### src/rtl/vector_mem_pkg.sv
// rtl/vector_mem_pkg.sv - shared types and constants for the vector data memory and its block copier
//
// Purpose: default geometry of the vector data memory, the packed vector type
//          used by memory, register file and copier, and the copier state enum.
// Ports:   none (package).
package vector_mem_pkg;

   localparam int DATA_SIZE       = 32;
   localparam int ADDRESSING_SIZE = 32;
   localparam int VEC_SIZE        = 4;
   localparam int MAX_COUNT       = 64;

   localparam int BYTES_PER_ELEM  = DATA_SIZE / 8;
   localparam int STEP            = VEC_SIZE * BYTES_PER_ELEM;

   typedef logic [VEC_SIZE-1:0][DATA_SIZE-1:0] vec_t;

   typedef enum logic [1:0] {
      IDLE  = 2'd0,
      READ  = 2'd1,
      WRITE = 2'd2,
      DONE  = 2'd3
   } copier_state_t;

endpackage

### src/rtl/vector_block_copier.sv
// rtl/vector_block_copier.sv - block copy master for the vector data memory port
//
// Purpose: copies count consecutive vectors from src_addr to dst_addr with
//          alternating read/write cycles on the single memory port, choosing a
//          descending walk when the destination overlaps above the source.
// Ports:
//   clk, rst_n                 clock, asynchronous active-low reset
//   start, src_addr, dst_addr,
//   count                      copy request, sampled only when idle
//   abort                      stop request, honoured in READ/WRITE
//   busy, done, err            status: copying / completion pulse / reject pulse
//   mem_write_enable,
//   mem_DataAdr,
//   mem_toWrite_data           memory port outputs (zero when not copying)
//   mem_read_data              registered memory read data
module vector_block_copier
   import vector_mem_pkg::*;
#(
   parameter int dataSize       = DATA_SIZE,
   parameter int addressingSize = ADDRESSING_SIZE,
   parameter int vecSize        = VEC_SIZE,
   parameter int maxCount       = MAX_COUNT,
   parameter int countW         = $clog2(maxCount + 1)
) (
   input  logic                        clk,
   input  logic                        rst_n,
   input  logic                        start,
   input  logic [addressingSize-1:0]   src_addr,
   input  logic [addressingSize-1:0]   dst_addr,
   input  logic [countW-1:0]           count,
   input  logic                        abort,
   output logic                        busy,
   output logic                        done,
   output logic                        err,
   output logic                        mem_write_enable,
   output logic [addressingSize-1:0]   mem_DataAdr,
   output logic [vecSize*dataSize-1:0] mem_toWrite_data,
   input  logic [vecSize*dataSize-1:0] mem_read_data
);

   localparam int ELEM_BYTES = dataSize / 8;
   localparam int VEC_STEP   = vecSize * ELEM_BYTES;
   localparam int STEP_SH    = $clog2(VEC_STEP);
   localparam bit STEP_POW2  = (VEC_STEP == (1 << STEP_SH));
   localparam int AW1        = addressingSize + 1;
   localparam logic [addressingSize-1:0] ALIGN_MASK = addressingSize'(ELEM_BYTES - 1);

   copier_state_t             state, state_nxt;
   logic [addressingSize-1:0] src_q, dst_q;
   logic [countW-1:0]         cnt_q, index;
   logic                      desc_q;
   logic                      err_q;

   logic                      reject, accept, descending, last_vec;
   logic [AW1-1:0]            span_end;
   logic [addressingSize-1:0] idx_off;

   // Overlap detection on the incoming request. One extra bit keeps the end of
   // the source span from wrapping, so a span crossing the top of the address
   // space still compares as "above" the destination.
   always_comb begin
      span_end = '0;
      descending = 1'b0;
      if (STEP_POW2) begin
         span_end = {1'b0, src_addr} + (AW1'(count) << STEP_SH);
      end else begin
         span_end = {1'b0, src_addr} + AW1'(count) * AW1'(VEC_STEP);
      end
      descending = (dst_addr > src_addr) && ({1'b0, dst_addr} < span_end);
   end

   assign reject = (count == '0)
                || (count > countW'(maxCount))
                || ((src_addr & ALIGN_MASK) != '0)
                || ((dst_addr & ALIGN_MASK) != '0);

   assign accept   = (state == IDLE) && start && !reject;
   assign last_vec = desc_q ? (index == '0) : (index == cnt_q - countW'(1));

   // Byte offset of the current vector; constant-folded to a shift at default sizes.
   assign idx_off = STEP_POW2 ? (addressingSize'(index) << STEP_SH)
                              : (addressingSize'(index) * addressingSize'(VEC_STEP));

   assign err = err_q;

   always_comb begin
      state_nxt        = state;
      busy             = 1'b0;
      done             = 1'b0;
      mem_write_enable = 1'b0;
      mem_DataAdr      = '0;
      mem_toWrite_data = '0;
      case (state)
         IDLE: begin
            if (accept) state_nxt = READ;
         end
         READ: begin
            busy        = 1'b1;
            mem_DataAdr = src_q + idx_off;
            state_nxt   = abort ? DONE : WRITE;
         end
         WRITE: begin
            busy             = 1'b1;
            mem_write_enable = 1'b1;
            mem_DataAdr      = dst_q + idx_off;
            // Memory read data arrives one cycle after the READ address.
            mem_toWrite_data = mem_read_data;
            state_nxt        = (abort || last_vec) ? DONE : READ;
         end
         DONE: begin
            done      = 1'b1;
            state_nxt = IDLE;
         end
         default: state_nxt = IDLE;
      endcase
   end

   always_ff @(posedge clk or negedge rst_n) begin
      if (!rst_n) begin
         state  <= IDLE;
         src_q  <= '0;
         dst_q  <= '0;
         cnt_q  <= '0;
         index  <= '0;
         desc_q <= 1'b0;
         err_q  <= 1'b0;
      end else begin
         state <= state_nxt;
         err_q <= (state == IDLE) && start && reject;
         if (accept) begin
            src_q  <= src_addr;
            dst_q  <= dst_addr;
            cnt_q  <= count;
            desc_q <= descending;
            index  <= descending ? count - countW'(1) : '0;
         end else if ((state == WRITE) && !abort && !last_vec) begin
            index <= desc_q ? index - countW'(1) : index + countW'(1);
         end
      end
   end

endmodule

### config.mk
export PLATFORM = sky130hd
export DESIGN_NAME = vector_block_copier
export DESIGN_NICKNAME = d
export VERILOG_FILES = /design/src/rtl/vector_mem_pkg.sv /design/src/rtl/vector_block_copier.sv
export SDC_FILE = /design/constraint.sdc
export NUM_CORES = 1
export LEC_CHECK = 0
export CORE_AREA = 2 2 142 144
export DETAILED_ROUTE_END_ITERATION = 10
export DIE_AREA = 0 0 144 146
export GPL_TIMING_DRIVEN = 1
export PLACE_DENSITY = 0.84
export SYNTH_ARGS = -nofsm -noshare
export SYNTH_HDL_FRONTEND = slang
export SYNTH_SLANG_ARGS = --single-unit
### constraint.sdc
create_clock -name clk -period 15.53 [get_ports clk]
set_input_delay 3.106 -clock clk [delete_from_list [all_inputs] [get_ports clk]]
set_output_delay 3.106 -clock clk [all_outputs]
set_load 0.05 [all_outputs]
==> flow_summary.yaml <==
run_status:
  status: "finished clean"
timing:
  slew_violations: 0
  fin_crit_ns: 8.826
  setup_slack_ns: 6.704
  tightest_slew_ns: 1.034
  hold_viol_final: 0
  final.period_utilization_pct: 56.83
  fin_skew_ns: 0.009343
  setup_viol: 0
  slew_headroom_pct: 31.09
  rsz0062_at_grt: "false"
  setup-tns-final_ns: 0
  fmaxAchievable_mhz: 113.3
  timing.hold.ws_ns: 0.4640
finish:
  regArea_um2: 2052
  fillers: 1644
  nNetsFinal: 1639
  multi_input_area_um2: 5477
  stdcell_area_um2: 12070
  drive_above_1_share_pct: 3.262
  syn_to_final_growth_pct: 53.10
route:
  vias: 8561
  wl_mm: 30.80
  antenna_left: 0
  drc: 0
  drt-vias-per-instance: 5.301
  first_pass_iters: 5
  wl_per_cell_um: 19.07
  drt_iter0_drc: 522
grt:
  grt_pass1_wl_mm: 46.55
  overflow: 0
  grt_antenna_before_repair: 5
  grt_pass1_vias: 8482
  grt.total_usage_pct: 28.29
  grt_max_degree: 105
power_and_ir_drop:
  p_comb_share_pct: 69.1
  power.switching_uw: 935.7
  clock_power_share_pct: 12.6
  p_seq_share_pct: 18.4
  ir_drop_uv: 70.45
  powerDensity_nw_per_um2: 147.7
  p_sw_share_pct: 52.50
  p_leak_uw: 0.005235
  finalPower_uw: 1782
  internal_power_uw: 846.5
logic_synthesis:
  synth_cell_types: 64
  syn_area_per_cell_um2: 7.850
  yosys_warnings: 0
  syn_nets: 1297
  synthArstFlopShare_pct: 100.0
  synth_edf_count: 0
  ys_ff_latch: 82
  ys.flop_type: "dfrtp_1"
  seq_area_frac_synth_pct: 26.04
  syn_area_um2: 7881
  synthCells: 1004
die:
  core_um2: 19330
  rows: 51
  die_area_um2: 21020
  io_pins: 367
  dieHeight_um: 146
  fp.dieW_um: 144
  initial_core_util_pct: 40.76
place:
  post-dp-hpwl_mm: 24.74
  dp_slack_ns: 7.096
  port-buffer-count: 366
  place.gp.congestion: 0.8855
  dpl-instance-area_um2: 11760
hold_path:
  hp-class: "register to register"
critical_path:
  critical_path_arrival_ns: 5.72
  end_kind: "output pin"
  crit_fanout: 96
  cp_data_required_time_ns: 12.42
  critPathKind: "register to output pin"
  worstSetupStartpointType: "register"
clock_network:
  hold_buffers: 0
  ctsResizeCount: 0
  clk_pin_slew_ns: 0.07
  postCtsSetupRepairBufs: 0
  cts_root_buf: "clkbuf_16"
  cts_tree: "built"
  cts_made_buffers: 9
  clk_latency_ns: 0.33
  cts_sinks: 82
  htreeDepth: 3
  cts_max_path_buffers: 2
run:
  maxCapViolCount: 0
path summary, 6_finish.rpt:
path	start	to	slack (ns)	cells after the start
setup / recovery	state[0]$_DFFE_PN0P_	mem_DataAdr[25]	6.70	13
min in group asynchronous	rst_n	dst_q[24]$_DFFE_PN0P_	2.94	1
hold / removal	dst_q[7]$_DFFE_PN0P_	dst_q[7]$_DFFE_PN0P_	0.46	2
setup reg to reg	cnt_q[0]$_DFFE_PN0P_	index[0]$_DFFE_PN0P_	12.90	9
hold reg to reg	dst_q[7]$_DFFE_PN0P_	dst_q[7]$_DFFE_PN0P_	0.46	2
max in group asynchronous	rst_n	src_q[1]$_DFFE_PN0P_	11.91	1
metrics by stage:
| step | cells | util (%) |
|---|---|---|
| 4_1_cts | 1614 | 62.40 |
| 3_3_place_gp | 1600 | 60.81 |
| 2_1_floorplan | 1004 | - |
| 5_1_grt | 1614 | 62.40 |
| 3_5_place_dp | 1600 | 60.81 |
| 6_report | 1615 | 62.41 |
cells in the mapped netlist, types with 6 or more instances:
library cell,number,area [µm²]
a211oi_1,6,45.04
a21o_1,11,82.58
a21oi_1,42,210.2
and2_1,134,838.3
clkbuf_1,34,127.6
dfrtp_1,82,2052
ha_1,87,1089
inv_1,54,202.7
mux2_2,8,90.09
mux2i_1,14,140.1
nand2_1,170,638.1
nand2b_1,10,62.56
nand3_1,23,115.1
nand4_1,17,106.4
nor2_1,58,217.7
nor2b_1,15,93.84
nor3_1,19,95.09
nor4_1,6,37.54
o21ai_0,51,255.2
o22ai_1,8,50.05
or2_2,6,37.54
xnor2_1,38,332.8
xor2_1,26,227.7
power by group through the flow:
stage | Sequential, µW | Clock (µW) | Combinational [µW]
after floorplan | 308 | 0 | 826
after global placement | 324 | 0 | 1210
after detailed placement | 328 | 0 | 1220
after CTS | 325 | 225 | 1230
after global routing | 334 | 234 | 1310
final | 327 | 224 | 1230
final cells by class:
cell class / count / share of cell area, %
Antenna cell: 1 / 0.02074
Tap cell: 265 / 2.748
Clock buffer: 9 / 1.866
Timing Repair Buffer: 370 / 30.59
Sequential cell: 82 / 17.01
Inverter: 55 / 1.711
Multi-Input combinational cell: 828 / 45.39
Clock inverter: 5 / 0.6740
per-layer routing:
layer	vias to the layer above	wire [µm]	global-route usage, %	share of wire [%]
met5	-	32	0	0.10
met4	6	1015	10.15	3.3
met3	71	3059	8.424	9.9
met2	374	13790	45.07	45
met1	4010	12900	36.27	42
li1	4100	-	-	-
cell families (layout without fill, tap and decap cells):
group	count (synthesis)	after routing	synth area share, %
flip-flops	82	82	26.04
AND/OR/NAND/NOR	487	487	31.50
buffers and inverters	94	439	4.636
multiplexers	22	22	2.921
XOR/XNOR	64	64	7.112
other	0	1	0
adder cells (fa/ha/maj)	90	90	14.57
AO/OA/AOI/OAI	165	165	13.22
critical path, stage by stage, from the launching register on:
cell	delay (ns)
dfrtp_1	0.42
inv_1	0.19
ha_4	0.66
buf_4	0.78
mux2_2	0.43
ha_1	0.33
o21ai_1	0.08
nand2b_1	0.07
a21oi_1	0.10
nor4_2	0.49
nor3b_4	0.41
a211oi_1	0.13
a2111oi_0	0.38
clkdlybuf4s50_1	0.88
state kept, by name, summed over array words and instances, names as in the netlist:
signal / flops
src_q: 32
desc_q: 1
err: 1
state: 2
cnt_q: 7
dst_q: 32
index: 7
layout by cell type (no fill, tap or decap), drive strengths merged, types with 4 or more instances in the layout:
cell | synthesis | final
clkdlybuf4s50 | 0 | 365
nand2 | 170 | 170
and2 | 134 | 134
ha | 87 | 87
dfrtp | 82 | 82
nor2 | 59 | 59
o21ai | 56 | 56
inv | 55 | 55
a21oi | 42 | 42
xnor2 | 38 | 38
xor2 | 26 | 26
nand3 | 23 | 23
nor3 | 19 | 19
nand4 | 17 | 17
nor2b | 15 | 15
mux2i | 14 | 14
a21o | 11 | 11
nand2b | 10 | 10
clkbuf | 34 | 9
mux2 | 8 | 8
o22ai | 8 | 8
or2 | 7 | 7
nor4 | 7 | 7
a211oi | 6 | 6
o211ai | 6 | 6
or3 | 5 | 5
and3 | 5 | 5
buf | 5 | 5
a22oi | 4 | 4
and4 | 4 | 4
o22a | 4 | 4
(Power assumes the default switching activity.)
